`src/rtl/hqm_iosf_hs_src_fifo.sv`:
```
// Source-side feeder for the IOSF level-handshake CDC: buffers producer requests and presents
// them one at a time on val_src/dat_src, with a one-cycle val_src drop between transactions.
module hqm_iosf_hs_src_fifo #(
  parameter int unsigned WIDTH = 32,
  parameter int unsigned DEPTH = 4,
  parameter int unsigned TO_W  = 16
) (
  input  logic                         clk_i,
  input  logic                         rst_ni,
  input  logic                         in_valid_i,
  input  logic [WIDTH-1:0]             in_data_i,
  output logic                         in_ready_o,
  output logic                         val_src_o,
  output logic [WIDTH-1:0]             dat_src_o,
  input  logic                         rdy_src_i,
  input  logic [TO_W-1:0]              cfg_timeout_i,
  output logic [$clog2(DEPTH+1)-1:0]   count_o,
  output logic                         idle_o,
  output logic                         timeout_err_o,
  output logic                         proto_err_o
);

  localparam int unsigned AddrW = $clog2(DEPTH);
  localparam int unsigned PtrW  = AddrW + 1;
  localparam int unsigned CntW  = $clog2(DEPTH + 1);

  typedef enum logic [1:0] {StIdle, StReq, StGap} state_e;

  logic [WIDTH-1:0] mem_q [DEPTH];
  logic [PtrW-1:0]  wr_q, wr_d, rd_q, rd_d;
  state_e           state_q, state_d;
  logic [WIDTH-1:0] dat_q, dat_d;
  logic [TO_W-1:0]  to_cnt_q, to_cnt_d;
  logic             to_err_q, to_err_d;
  logic             proto_err_q, proto_err_d;
  logic             full, empty, push, pop;
  logic [WIDTH-1:0] head;

  assign empty = (wr_q == rd_q);
  assign full  = (wr_q[AddrW] != rd_q[AddrW]) && (wr_q[AddrW-1:0] == rd_q[AddrW-1:0]);
  assign push  = in_valid_i & ~full;
  assign pop   = (state_q == StReq) & rdy_src_i;
  // Entering REQ with an empty FIFO means this cycle's push is the new head.
  assign head  = empty ? in_data_i : mem_q[rd_q[AddrW-1:0]];

  always_comb begin
    state_d     = state_q;
    dat_d       = dat_q;
    to_cnt_d    = to_cnt_q;
    wr_d        = push ? wr_q + PtrW'(1) : wr_q;
    rd_d        = pop  ? rd_q + PtrW'(1) : rd_q;
    unique case (state_q)
      StIdle, StGap: begin
        if (!empty || push) begin
          state_d  = StReq;
          dat_d    = head;
          to_cnt_d = '0;
        end else begin
          state_d  = StIdle;
        end
      end
      StReq: begin
        if (to_cnt_q != '1) to_cnt_d = to_cnt_q + TO_W'(1);
        if (rdy_src_i) begin
          state_d = StGap;
          dat_d   = '0;
        end
      end
      default: begin
        state_d = StIdle;
        dat_d   = '0;
      end
    endcase
    to_err_d    = to_err_q | ((state_q == StReq) && (cfg_timeout_i != '0) &&
                              (to_cnt_d == cfg_timeout_i));
    proto_err_d = proto_err_q | (rdy_src_i && (state_q != StReq));
  end

  always_ff @(posedge clk_i or negedge rst_ni) begin
    if (!rst_ni) begin
      wr_q        <= '0;
      rd_q        <= '0;
      state_q     <= StIdle;
      dat_q       <= '0;
      to_cnt_q    <= '0;
      to_err_q    <= 1'b0;
      proto_err_q <= 1'b0;
    end else begin
      wr_q        <= wr_d;
      rd_q        <= rd_d;
      state_q     <= state_d;
      dat_q       <= dat_d;
      to_cnt_q    <= to_cnt_d;
      to_err_q    <= to_err_d;
      proto_err_q <= proto_err_d;
    end
  end

  always_ff @(posedge clk_i) begin
    if (push) mem_q[wr_q[AddrW-1:0]] <= in_data_i;
  end

  assign in_ready_o    = ~full;
  assign val_src_o     = (state_q == StReq);
  assign dat_src_o     = dat_q;
  assign count_o       = CntW'(wr_q - rd_q);
  assign idle_o        = (state_q == StIdle) && empty;
  assign timeout_err_o = to_err_q;
  assign proto_err_o   = proto_err_q;

endmodule
```
`config.mk`:
```
export PLATFORM = sky130hd
export DESIGN_NAME = hqm_iosf_hs_src_fifo
export DESIGN_NICKNAME = d
export VERILOG_FILES = /design/src/rtl/hqm_iosf_hs_src_fifo.sv
export SDC_FILE = /design/constraint.sdc
export NUM_CORES = 1
export LEC_CHECK = 0
export CAP_MARGIN = 10
export CORE_MARGIN = 2
export CORE_UTILIZATION = 50
export CTS_BUF_LIST = sky130_fd_sc_hd__clkbuf_8
export DETAILED_ROUTE_END_ITERATION = 10
export PLACE_DENSITY = 0.72
export SYNTH_ARGS = -nofsm -noshare
export SYNTH_HDL_FRONTEND = slang
export SYNTH_SLANG_ARGS = --single-unit
export TNS_END_PERCENT = 20
```
`constraint.sdc`:
```
create_clock -name clk_i -period 7.7 [get_ports clk_i]
set_input_delay 1.54 -clock clk_i [delete_from_list [all_inputs] [get_ports clk_i]]
set_output_delay 1.54 -clock clk_i [all_outputs]
set_load 0.02 [all_outputs]
```
==> flow_metrics.env <==
export IMPL_clock_sinks=186
export IMPL_drt_wirelength_per_cell_um=19.2
export IMPL_synthMuxAreaShare_pct=13.3
export IMPL_yosysMostFrequentCell="edfxtp_1"
export IMPL_tightest_slew_ns=1.13
export IMPL_numPortBuffers=91
export IMPL_cp_end_kind="output port"
export IMPL_drtAntennaViolNets=0
export IMPL_die_area_mm2=0.0173
export IMPL_core_area_mm2=0.0159
export IMPL_clockBufferDepth=2
export IMPL_dpl_hpwl_mm=10.3
export IMPL_drtIter0Drc=410
export IMPL_layout_cells_non_filler=862
export IMPL_synth_top_family_by_area="multiplexers"
export IMPL_synth_seq_cells=186
export IMPL_synth_ff_type="edfxtp_1"
export IMPL_drive_gt1_share_pct=13.9
export IMPL_fmaxAchievable_mhz=220
export IMPL_diodes=0
export IMPL_peakVddDrop_v=0.000238
export IMPL_synth_xor_area_share_pct=1.40
export IMPL_overflow=0
export IMPL_syn2layout_area_growth_pct=18.3
export IMPL_numCtsBuffers=17
export IMPL_finalSetupViolCount=0
export IMPL_post_route_drc_count=0
export IMPL_cts_hold_buf=0
export IMPL_async_flop_share_pct=31.2
export IMPL_cts_htree_levels=4
export IMPL_synth_top_area_share_pct=47.2
export IMPL_fin_ws_ns=3.15
export IMPL_cp_required_ns=6.16
export IMPL_synth_simple_area_share_pct=8.91
export IMPL_syn_nets=610
export IMPL_clock_skew_ns=0.0167
export IMPL_ys_top_cells_by_count="edfxtp_1, dfrtp_1, nand2_1"
export IMPL_grt_pass1_wl_mm=26.9
export IMPL_p_leak_nw=3.57
export IMPL_finalHoldViolCount=0
export IMPL_cts_root_buffer="clkbuf_8"
export IMPL_max_slew_margin_rel_pct=24.5
export IMPL_pre_cts_ws_ns=3.23
export IMPL_die_width_um=132
export IMPL_die_height_um=132
export IMPL_synth_area_per_cell_um2=14.8
export IMPL_antenna_found_initial=0
export IMPL_initial_core_util_pct=51.3
export IMPL_nFillCells=1255
export IMPL_rsz0062_at_grt="no"
export IMPL_clock_latency_ns=0.47
export IMPL_hp_class="register to register"
export IMPL_row_count=46
export IMPL_routabilityCongestion=0.881
export IMPL_cts_tree="yes"
export IMPL_worstPathArrival_ns=3.01
export IMPL_ctsResizeCount=0
export IMPL_final_setup_tns_ns=0
export IMPL_path_class="register to output port"
export IMPL_io_pins=92
export IMPL_drv_slew=0
export IMPL_min_period_over_period_pct=59.1
export IMPL_cp_max_fo=35
export IMPL_synth_compound_area_share_pct=7.63
export IMPL_vias=4996
export IMPL_wl_mm=16.6
export IMPL_cts_clk_slew_worst_paths_ns=0.09
export IMPL_p_per_area_mw_per_mm2=363
export IMPL_fin_nets=694
export IMPL_ys_seq_area_share_pct=65.0
export IMPL_yosysTopAreaCell="edfxtp_1"
export IMPL_synthAdderAreaFrac_pct=1.47
export IMPL_status="finished clean"
export IMPL_synth_area_mm2=0.00815
export IMPL_drv_cap=0
export IMPL_synth_edf_count=128
export IMPL_syn_inst=549
export IMPL_dp_cells=830
export IMPL_grt_max_degree=59
export IMPL_fin_crit_ns=4.55
export IMPL_drtPass1Iterations=4
export IMPL_yosys_warnings=0
export IMPL_crit_path_start_kind="register"
export IMPL_synth_cell_types=61
export IMPL_grt_pass1_vias=5198
export IMPL_grt_usage_pct=20.1
export IMPL_cts_setup_buffers=0
export IMPL_via_per_inst=5.80
export IMPL_synthTopCellsByArea="edfxtp_1, dfrtp_1, mux4_2"
-- critical path: stages (launching register included) --
cell	delay, ns
dfrtp_2	0.97
inv_1	0.14
ha_1	0.31
and2_0	0.27
nand2_2	0.09
nor3_1	0.14
clkdlybuf4s50_1	0.63
-- worst paths after layout --
kind                             start            end  slack (ns)  depth (start not counted)
max                            rd_q[1]         idle_o        3.15                          6
min                        proto_err_o    proto_err_o        0.48                          1
max reg2reg                    rd_q[1]  timeout_err_o        3.60                          9
min reg2reg                proto_err_o    proto_err_o        0.48                          1
max in group asynchronous       rst_ni        rd_q[1]        5.91                          2
min in group asynchronous       rst_ni   to_cnt_q[15]        1.24                          2
-- power by group --
part           internal (W)  switching [W]
Sequential          0.00135       0.000136
Combinational      0.000619       0.000770
Clock              0.000275       0.000348
-- state kept, by name (all words and copies together) (netlist names) --
signal,flops
dat_src_o,32
mem_q,128
proto_err_o,1
rd_q,3
state_q,2
timeout_err_o,1
to_cnt_q,16
wr_q,3
-- through the flow --
stage | total power, W | cell area, µm² | hold WS [ns] | utilization (%)
2_1_floorplan | 0.00241 | 8150 | 0.498 | -
3_3_place_gp | 0.00289 | 9250 | 0.440 | 58.3
3_5_place_dp | 0.00292 | 9250 | 0.451 | 58.3
4_1_cts | 0.00354 | 9630 | 0.478 | 60.6
5_1_grt | 0.00371 | 9630 | 0.520 | 60.6
6_report | 0.00350 | 9630 | 0.478 | 60.6
-- cell families after synthesis --
kind of cell / after synthesis
buf+inv: 46
fa+ha+maj: 9
mux: 68
xor+xnor: 13
compound gates: 92
flops: 186
simple gates: 135
-- cell type report --
type                    count  area, µm²  area share [%]
well taps                 216        270            2.81
inverters                  16       60.1           0.623
clock buffers              19        262            2.71
clock inverters            13        119            1.23
multi-input cells         317       2690            27.9
repair buffers             95        936            9.71
flip-flops and latches    186       5300            55.0
-- placed cells by master, fill, tap and decap left out, types with 4 or more instances in the layout --
cell type	synthesis	layout
dfrtp_1	58	56
and3_1	8	8
nand2_1	58	57
clkbuf_8	0	19
clkdlybuf4s50_1	0	90
mux2i_1	35	35
nand4_1	5	5
clkinvlp_4	0	4
ha_1	8	8
a31oi_1	4	4
o21ai_0	45	45
or3_1	4	4
and2_2	0	4
nor4_1	6	6
o211ai_1	4	4
a21oi_1	7	7
nor2_1	6	6
edfxtp_1	128	128
buf_4	0	4
nor3_1	4	4
inv_1	15	16
mux4_2	32	32
nand3_1	18	18
xnor2_1	10	10
-- metal layers --
| metal | wire length, µm | GRT usage [%] | vias up | share of wire (%) |
|---|---|---|---|---|
| met4 | 305 | 7.43 | 0 | 1.8 |
| met2 | 8210 | 33.4 | 159 | 50 |
| met5 | 0 | 0 | - | 0 |
| met3 | 775 | 4.44 | 28 | 4.7 |
| met1 | 7290 | 26.1 | 2513 | 44 |
| li1 | - | - | 2296 | - |
Note: power is estimated with default switching activity, not from simulation.
